`config.mk`:
```
export PLATFORM = sky130hd
export DESIGN_NAME = hz_scoreboard_flat
export DESIGN_NICKNAME = d
export VERILOG_FILES = /design/src/rtl/hz_scoreboard_if.sv /design/src/rtl/hz_scoreboard.sv /design/src/flat_wrapper.sv
export SDC_FILE = /design/constraint.sdc
export NUM_CORES = 1
export LEC_CHECK = 0
export CAP_MARGIN = 20
export CORE_UTILIZATION = 42
export DETAILED_ROUTE_END_ITERATION = 12
export GPL_TIMING_DRIVEN = 0
export PLACE_DENSITY = 0.81
export SLEW_MARGIN = 20
export SYNTH_ARGS = -nofsm -noshare
export SYNTH_HDL_FRONTEND = slang
export SYNTH_SLANG_ARGS = --single-unit
```
`constraint.sdc`:
```
create_clock -name clk -period 3.8 [get_ports clk]
set_clock_uncertainty 0.05 [all_clocks]
set_input_delay 0.76 -clock clk [delete_from_list [all_inputs] [get_ports clk]]
set_output_delay 0.76 -clock clk [all_outputs]
set_load 0.005 [all_outputs]
```
`src/rtl/hz_scoreboard_if.sv`:
```
// Decode-stage hazard interface: fetch-side instruction in, decode-side instruction out.
// The master drives instructions and the slave (hazard unit) returns stall, issue and counter.
interface hz_scoreboard_if #(
  parameter int CNT_W = 16
);
  logic [31:0]      instr_i;
  logic             instr_valid_i;
  logic             stall_o;
  logic [31:0]      instr_o;
  logic             is_branch_o;
  logic [CNT_W-1:0] stall_cnt_o;

  modport master (
    output instr_i, instr_valid_i,
    input  stall_o, instr_o, is_branch_o, stall_cnt_o
  );

  modport slave (
    input  instr_i, instr_valid_i,
    output stall_o, instr_o, is_branch_o, stall_cnt_o
  );
endinterface

```
`src/rtl/hz_scoreboard.sv`:
```
// Decode hazard unit: shift-register scoreboard of recent rd writes, branch bubbles, stall counter.
// Stall/issue decisions are combinational on instr_i; define HZ_FORWARDING_EN to stall only on load-use.
module hz_scoreboard #(
  parameter int WB_DEPTH   = 2,
  parameter int BR_PENALTY = 2,
  parameter int CNT_W      = 16
) (
  input  logic           clk,
  input  logic           rst,
  hz_scoreboard_if.slave bus
);

  if (WB_DEPTH < 1 || WB_DEPTH > 4) begin : g_bad_wb_depth
    $error("hz_scoreboard: WB_DEPTH must be in 1..4");
  end
  if (BR_PENALTY < 0 || BR_PENALTY > 3) begin : g_bad_br_penalty
    $error("hz_scoreboard: BR_PENALTY must be in 0..3");
  end

  localparam logic [31:0] NOP       = 32'h0000_0013;
  localparam logic [6:0]  OP_LUI    = 7'b0110111;
  localparam logic [6:0]  OP_AUIPC  = 7'b0010111;
  localparam logic [6:0]  OP_JAL    = 7'b1101111;
  localparam logic [6:0]  OP_JALR   = 7'b1100111;
  localparam logic [6:0]  OP_BRANCH = 7'b1100011;
  localparam logic [6:0]  OP_STORE  = 7'b0100011;
  localparam logic [6:0]  OP_REG    = 7'b0110011;
  localparam logic [6:0]  OP_LOAD   = 7'b0000011;

  typedef struct packed {
    logic       vld;
    logic [4:0] rd;
    logic       ld;
  } hist_t;

  hist_t            hist_q [WB_DEPTH];
  hist_t            hist_d [WB_DEPTH];
  logic [1:0]       br_cnt_q, br_cnt_d;
  logic [CNT_W-1:0] stall_cnt_q, stall_cnt_d;

  logic [6:0] opcode;
  logic [4:0] rd, rs1, rs2;
  logic       use_rs1, use_rs2, wr_rd, is_ctrl, is_load;
  logic       hazard, stall, issue;

  assign opcode = bus.instr_i[6:0];
  assign rd     = bus.instr_i[11:7];
  assign rs1    = bus.instr_i[19:15];
  assign rs2    = bus.instr_i[24:20];

  always_comb begin
    use_rs1 = !(opcode == OP_LUI || opcode == OP_AUIPC || opcode == OP_JAL) && (rs1 != 5'd0);
    use_rs2 = (opcode == OP_REG || opcode == OP_STORE || opcode == OP_BRANCH) && (rs2 != 5'd0);
    wr_rd   = !(opcode == OP_STORE || opcode == OP_BRANCH) && (rd != 5'd0);
    is_ctrl = (opcode == OP_BRANCH || opcode == OP_JAL || opcode == OP_JALR);
    is_load = (opcode == OP_LOAD);
  end

  // Recorded rd is never x0, so a valid entry can be compared directly against rs.
  always_comb begin
    hazard = 1'b0;
`ifdef HZ_FORWARDING_EN
    if (hist_q[0].vld && hist_q[0].ld &&
        ((use_rs1 && rs1 == hist_q[0].rd) || (use_rs2 && rs2 == hist_q[0].rd))) begin
      hazard = 1'b1;
    end
`else
    for (int k = 0; k < WB_DEPTH; k++) begin
      if (hist_q[k].vld &&
          ((use_rs1 && rs1 == hist_q[k].rd) || (use_rs2 && rs2 == hist_q[k].rd))) begin
        hazard = 1'b1;
      end
    end
`endif
    hazard = hazard && bus.instr_valid_i;
  end

  // Branch bubbles win over the data-hazard check.
  always_comb begin
    stall = 1'b0;
    issue = 1'b0;
    if (rst) begin
      stall = 1'b0;
    end else if (br_cnt_q != 2'd0) begin
      stall = 1'b1;
    end else if (hazard) begin
      stall = 1'b1;
    end else if (bus.instr_valid_i) begin
      issue = 1'b1;
    end
  end

  assign bus.stall_o     = stall;
  assign bus.instr_o     = issue ? bus.instr_i : NOP;
  assign bus.is_branch_o = issue && is_ctrl;
  assign bus.stall_cnt_o = stall_cnt_q;

  always_comb begin
    hist_d[0].vld = issue && wr_rd;
    hist_d[0].rd  = rd;
    hist_d[0].ld  = is_load;
    for (int k = 1; k < WB_DEPTH; k++) begin
      hist_d[k] = hist_q[k-1];
    end

    if (issue && is_ctrl) begin
      br_cnt_d = 2'(BR_PENALTY);
    end else if (br_cnt_q != 2'd0) begin
      br_cnt_d = br_cnt_q - 2'd1;
    end else begin
      br_cnt_d = 2'd0;
    end

    stall_cnt_d = stall_cnt_q;
    if (stall && (stall_cnt_q != '1)) begin
      stall_cnt_d = stall_cnt_q + 1'b1;
    end
  end

  always_ff @(posedge clk) begin
    if (rst) begin
      for (int k = 0; k < WB_DEPTH; k++) begin
        hist_q[k] <= '0;
      end
      br_cnt_q    <= 2'd0;
      stall_cnt_q <= '0;
    end else begin
      for (int k = 0; k < WB_DEPTH; k++) begin
        hist_q[k] <= hist_d[k];
      end
      br_cnt_q    <= br_cnt_d;
      stall_cnt_q <= stall_cnt_d;
    end
  end

endmodule
```
`src/flat_wrapper.sv`:
```
// flat-port wrapper written by rule: the top's interface ports become plain ports
module hz_scoreboard_flat 
#(
  parameter int WB_DEPTH   = 2,
  parameter int BR_PENALTY = 2,
  parameter int CNT_W      = 16
)
  (clk, rst, bus_instr_i, bus_instr_valid_i, bus_stall_o, bus_instr_o, bus_is_branch_o, bus_stall_cnt_o);
  hz_scoreboard_if #(.CNT_W(CNT_W)) bus_i ();
  input  logic clk;
  input  logic rst;
  input wire logic [$bits(bus_i.instr_i)-1:0] bus_instr_i;
  input wire logic [$bits(bus_i.instr_valid_i)-1:0] bus_instr_valid_i;
  output wire logic [$bits(bus_i.stall_o)-1:0] bus_stall_o;
  output wire logic [$bits(bus_i.instr_o)-1:0] bus_instr_o;
  output wire logic [$bits(bus_i.is_branch_o)-1:0] bus_is_branch_o;
  output wire logic [$bits(bus_i.stall_cnt_o)-1:0] bus_stall_cnt_o;
  assign bus_i.instr_i = bus_instr_i;
  assign bus_i.instr_valid_i = bus_instr_valid_i;
  assign bus_stall_o = bus_i.stall_o;
  assign bus_instr_o = bus_i.instr_o;
  assign bus_is_branch_o = bus_i.is_branch_o;
  assign bus_stall_cnt_o = bus_i.stall_cnt_o;
  hz_scoreboard #(.WB_DEPTH(WB_DEPTH), .BR_PENALTY(BR_PENALTY), .CNT_W(CNT_W)) u_core (.clk(clk), .rst(rst), .bus(bus_i));
endmodule
```
==> summary.md, run 1 <==
| Metric | Value |
|---|---|
| Share of layout cells above drive strength 1 | 21.1% |
| Sw frac | 26.0% |
| Flops & latches, synth | 30 |
| Final Hold Fails | 0 |
| Area leader, netlist | dfxtp_1 |
| Ys Warns | 0 |
| Floorplan core area | 4350 sq um |
| Chip width | 69.3 um |
| Cells after DPL | 354 |
| WL final | 6020 um |
| Worst slew pin tran | 0.595 ns |
| CTS sink cnt | 30 |
| Post-Syn Instances | 219 |
| Initial antenna violation count | 0 |
| Final ANT Viol Nets | 0 |
| GR Util All Layers | 25.4% |
| Power per cell area | 245 nW/um^2 |
| Initial Util | 43.7% |
| Dpl hpwl | 3900 um |
| Reg power frac | 43.9% |
| Clock power frac | 35.7% |
| Crit end category | output port |
| Via/cell ratio | 5.47 |
| Vias in the first global route | 2,013 |
| Buf/Inv on CP | 6 |
| Inserted Clock Buffers | 5 |
| Sequential fraction of the synthesis area | 31.6% |
| Vias | 2,148 |
| Switch Pwr | 196 uW |
| Root Buffer | clkbuf_8 |
| Final #Nets | 376 |
| Post-synth ARST share | 0% |
| N_diodes | 0 |
| Wire per inst | 15.3 um |
| Reg clk slew, reported paths | 0.06 ns |
| Setup TNS | 0 ns |
| Area post-placement | 2800 sq um |
| Fin area | 3070 sq um |
| Placer Congestion | 0.906 |
| Combinational Power Share | 20.4% |
| Final Max Slew Viols | 0 |
| Overflow after GRT | 0 |
| DRC | 0 |
| CP startpoint kind | primary input |
| Die area | 4800 sq um |
| Synth Cell Area | 1900 sq um |
| Site Rows | 24 |
| WL met2 | 2970 um |
| Critical path arrival | 2.91 ns |
| Fill count | 350 |
| Share of the synthesized area in the top cell type | 31.6% |
| Syn_nets | 255 |
| VDD IR max | 0.176 mV |
| Slew headroom | 60.3% |
| Chip Height | 69.3 um |
| Leakage power total | 1.33 nW |
| Place WS | -0.556 ns |
| Worst path top cell family by delay | buffers and inverters |
| Largest net degree at the start of global routing | 11 |
| H-Tree Depth | 2 |
| Metal1 wirelength | 2540 um |
| Hold Slack | 0.399 ns |
| Final period util | 98.0% |
| Port bufs | 83 |
| Power Total | 754 uW |
| CTS tree | built |
| Synth unique cells | 40 |
| Storage element area | 601 sq um |
| Global-route wire length before repair | 9820 um |
| Highest clock rate | 269 MHz |
| Worst hold-check path type | flop to flop |
| Initial DRC count | 166 |
| Worst-path maximum fanout | 4 |
| CP Class | primary input to output port |
| Worst skew pair latency | 0.29 ns |
| Final setup fails | 0 |
| Buffer depth of the longest clock path | 2 |
| Area growth, synth to finish | 61.4% |
| Top cell by count, worst path | buf_4 |
| Period minus WS final | 3.72 ns |
| Post-Layout Cell Count | 393 |
| Outcome | finished, final reports clean |
| Max-Cap Viols | 0 |
| Final worst slack | 0.0764 ns |
| Syn Area/Cell | 8.69 sq um |
| Main synth FF type | dfxtp_1 |
| Worst path slowest cell | dlygate4sd2_1 |
| I/O pin count | 85 |
| Worst EP required | 2.99 ns |
| Number of flops mapped to enable cells by yosys | 0 |
| Most frequent cells in the layout | and2_1, dlygate4sd2_1, clkdlybuf4s50_1 |
| Crit-path max cell delay | 0.26 ns |
| Internal power | 558 uW |
| Cells along the critical path | clkdlybuf4s15_1 -> nand3b_1 -> nor3b_2 -> o211ai_1 -> buf_4 -> buf_4 -> buf_4 -> buf_4 -> o22a_1 -> nand2b_1 -> a21oi_1 -> dlygate4sd2_1 |
| Multi-input logic area | 1210 sq um |
| First-pass DRT Iterations | 4 |
| Final Util | 70.5% |
| Top cells by area, synth | dfxtp_1, and2_1, xor2_1 |
| Max layer used | met4 |
| DR WL met3 | 407 um |
state kept, by name (all words and copies together) (netlist names):
signal,count
u_core.br_cnt_q,2
u_core.bus.stall_cnt_o,16
u_core.hist_q,12
area by class of cell:
cell class | count | area share, %
clock inverters | 1 | 0.163
multi-input cells | 172 | 39.3
clock buffers | 7 | 2.81
repair buffers | 116 | 33.0
well taps | 52 | 2.12
flip-flops and latches | 30 | 19.6
inverters | 5 | 0.611
plain buffers | 10 | 2.48
logic make-up after synthesis:
logic type	share of synthesized area (%)
compound gates	15.8
simple gates	34.8
buf+inv	6.18
flops	31.6
xor+xnor	9.20
mux	1.78
fa+ha+maj	0.657
final timing paths:
check,startpoint,endpoint,slack [ns],cells past startpoint
hold / removal,u_core.br_cnt_q[0],u_core.br_cnt_q[0],0.40,1
setup reg to reg,u_core.bus.stall_cnt_o[0],u_core.bus.stall_cnt_o[14],1.23,8
setup / recovery,bus_instr_i[3],bus_stall_o,0.08,12
hold reg to reg,u_core.br_cnt_q[0],u_core.br_cnt_q[0],0.40,1
power groups by stage:
stage | Combinational (mW) | Clock, mW | Sequential (mW)
2_1_floorplan | 0.0612 | 0 | 0.336
3_3_place_gp | 0.145 | 0 | 0.337
3_5_place_dp | 0.146 | 0 | 0.338
4_1_cts | 0.150 | 0.273 | 0.331
5_1_grt | 0.166 | 0.282 | 0.332
6_report | 0.154 | 0.269 | 0.331
routing by layer:
metal  global-route usage, %  vias to the layer above
met2                    41.2                       92
met4                    7.94                        0
met1                    33.7                     1005
met3                    5.23                       13
met5                       0                        -
li1                        -                     1038
Yosys cell counts (all sizes together) (2+ instances only):
cell	instances
and2	34
dfxtp	30
nor2b	17
xor2	16
nand2	11
or4	9
a21oi	8
buf	8
nand3	8
o311ai	8
and3	6
inv	5
nand2b	5
nor2	5
nor4	5
o31ai	5
o41ai	5
clkbuf	4
xnor2	4
mux2	3
a32oi	2
nand3b	2
nand4	2
nor3	2
o211ai	2
o221a	2
repair_timing:
action                                  CTS  global route
gates cloned                              2             0
hold buffers                              0             0
buffers inserted                         27             4
resized for setup                       110             2
endpoints found under the setup margin   34            26
pin swaps                                10             6
(Power assumes the default switching activity.)
==> run 2, diff against run 1 <==
--- a/config.mk
+++ b/config.mk
@@ -10,6 +10,7 @@
 export DETAILED_ROUTE_END_ITERATION = 12
 export GPL_TIMING_DRIVEN = 0
 export PLACE_DENSITY = 0.81
+export SETUP_SLACK_MARGIN = 0.3
 export SLEW_MARGIN = 20
 export SYNTH_ARGS = -nofsm -noshare
 export SYNTH_HDL_FRONTEND = slang
==> run 2 against run 1 <==
Total power grew 5.3%; register-to-register slack lost 0.09 ns; global-route usage shrank 1.2 points; hold slack gained 0.0017 ns; flip-flop and latch count is the same; maximum frequency grew 0.26%; largest power group unchanged; setup slack gained 0.0098 ns; first-iteration DRC count shrank 0.60%; combinational power grew 22%; routed wire length grew 10%; non-clock buffer count is the same; clock-buffer cell count is the same.
==> summary.md, run 2 (synthesis results as in run 1) <==
| Metric | Value |
|---|---|
| Critical Path Sink | bus_instr_o[27] |
| CTS sink cnt | 30 |
| Reg clk slew, reported paths | 0.06 ns |
| Overflow after GRT | 0 |
| Setup repair after global routing missed its margin | true |
| First-pass DRT Iterations | 6 |
| Final ANT Viol Nets | 0 |
| Cells after DPL | 354 |
| Via/cell ratio | 5.55 |
| Power per cell area | 242 nW/um^2 |
| Buf/Inv on CP | 6 |
| Initial Util | 43.7% |
| Final #Nets | 376 |
| GR Util All Layers | 24.2% |
| Area growth, synth to finish | 72.1% |
| Share of layout cells above drive strength 1 | 38.4% |
| Worst EP required | 2.99 ns |
| Chip Height | 69.3 um |
| Final period util | 97.7% |
| Worst hold-check path type | flop to flop |
| Worst path slowest cell | dlygate4sd2_1 |
| Initial antenna violation count | 0 |
| Floorplan core area | 4350 sq um |
| R2R Path Start | u_core.bus.stall_cnt_o[0] |
| Setup TNS | 0 ns |
| Worst skew pair latency | 0.28 ns |
| Largest net degree at the start of global routing | 11 |
| Worst R2R End | u_core.bus.stall_cnt_o[0] |
| Crit-path max cell delay | 0.40 ns |
| CTS tree | built |
| Dpl hpwl | 3900 um |
| Most common cell after layout, fill and taps aside | buf_6 |
| Buffer depth of the longest clock path | 2 |
| I/O pin count | 85 |
| Slew headroom | 59.8% |
| Global-route wire length before repair | 9550 um |
| Cells along the critical path | dlygate4sd2_1 -> xnor2_1 -> and2_1 -> a32oi_1 -> o221a_1 -> buf_6 -> and3_4 -> buf_8 -> buf_8 -> buf_6 -> and2_4 -> buf_6 |
| Multi-input logic area | 1290 sq um |
| Combinational Power Share | 23.8% |
| WL final | 6640 um |
| Storage element area | 601 sq um |
| Inserted Clock Buffers | 5 |
| Place WS | -0.556 ns |
| Period minus WS final | 3.71 ns |
| Vias in the first global route | 2,013 |
| Post-Layout Cell Count | 393 |
| Final Max Slew Viols | 0 |
| CP startpoint kind | primary input |
| Highest clock rate | 269 MHz |
| N_diodes | 0 |
| Initial DRC count | 165 |
| Final worst slack | 0.0862 ns |
| CP Depth | 12 |
| Chip width | 69.3 um |
| R2r worst-path depth | 8 |
| Reg-to-reg slack, setup | 1.14 ns |
| Top cell by count, worst path | buf_6 |
| Fill count | 305 |
| Worst-path maximum fanout | 7 |
| Internal power | 582 uW |
| Worst slew pin tran | 0.602 ns |
| Max-Cap Viols | 0 |
| Final setup fails | 0 |
| Crit end category | output port |
| Leakage power total | 1.37 nW |
| Vias | 2,180 |
| Placer Congestion | 0.906 |
| Critical path arrival | 2.90 ns |
| Worst path top cell family by delay | buffers and inverters |
| Outcome | finished, final reports clean |
| Sw frac | 26.6% |
| Most frequent cells in the layout | buf_6, clkdlybuf4s50_1, dfxtp_1 |
| Crit. Startpoint | bus_instr_i[16] |
| Site Rows | 24 |
| H-Tree Depth | 2 |
| Largest register FFs | 16 |
| CP Class | primary input to output port |
| Root Buffer | clkbuf_8 |
| Die area | 4800 sq um |
| Wire per inst | 16.9 um |
| Switch Pwr | 211 uW |
| DRC | 0 |
| VDD IR max | 0.186 mV |
| Port bufs | 83 |
| Reg power frac | 41.8% |
| Clock power frac | 34.5% |
| Final Hold Fails | 0 |
[run 2: cell types whose count changed in the layout (fill, tap and decap cells not counted), sizes merged]
cell / delta
buf: +26
clkbuf: +4
clkdlybuf4s15: -3
dlygate4sd2: -27
[run 2: worst min-delay path by stage]
stage                            start  slack [ns]                 end  cells past startpoint
finish              u_core.br_cnt_q[0]        0.40  u_core.br_cnt_q[0]                      1
global route        u_core.br_cnt_q[0]        0.42  u_core.br_cnt_q[0]                      1
CTS                 u_core.br_cnt_q[0]        0.40  u_core.br_cnt_q[0]                      1
detailed placement  u_core.br_cnt_q[0]        0.39  u_core.br_cnt_q[0]                      1
global placement    u_core.br_cnt_q[0]        0.38  u_core.br_cnt_q[0]                      1
floorplan           u_core.br_cnt_q[0]        0.37  u_core.br_cnt_q[0]                      1
[run 2: power groups by stage]
stage	clock (mW)	sequential (mW)	combinational [mW]
final	0.274	0.331	0.188
after CTS	0.273	0.331	0.154
after global routing	0.283	0.333	0.200
after floorplan	0	0.336	0.0612
after global placement	0	0.337	0.145
after detailed placement	0	0.338	0.146
[run 2: metal layers]
layer	vias to the layer above	global-route usage (%)	part of all wire, %
met4	0	6.35	2.1
met2	108	39.2	50
met3	15	4.22	5.9
met5	-	0	0
met1	1023	33.2	42
li1	1034	-	-
[run 2: area by class of cell]
| type | instances | share of cell area, % |
|---|---|---|
| Inverter | 5 | 0.573 |
| Clock buffer | 7 | 2.64 |
| Clock inverter | 1 | 0.153 |
| Buffer | 12 | 3.25 |
| Multi-Input combinational cell | 172 | 39.5 |
| Sequential cell | 30 | 18.3 |
| Timing Repair Buffer | 114 | 33.5 |
| Tap cell | 52 | 1.99 |
[run 2: repair_timing]
action / CTS / global route
pin swaps: 18 / 15
buffers inserted: 26 / 3
hold buffers: 0 / 0
resized for setup: 191 / 70
cloned: 2 / 0
endpoints found under the setup margin: 34 / 34
[run 2: per-stage QoR]
step | hold WS [ns] | power, mW | util (%) | cell area (sq um)
after CTS | 0.396 | 0.757 | 69.7 | 3040
after floorplan | 0.365 | 0.397 | - | 1900
after global routing | 0.420 | 0.816 | 75.2 | 3270
after detailed placement | 0.388 | 0.484 | 64.3 | 2800
after global placement | 0.381 | 0.482 | 64.3 | 2800
final | 0.401 | 0.793 | 75.2 | 3270
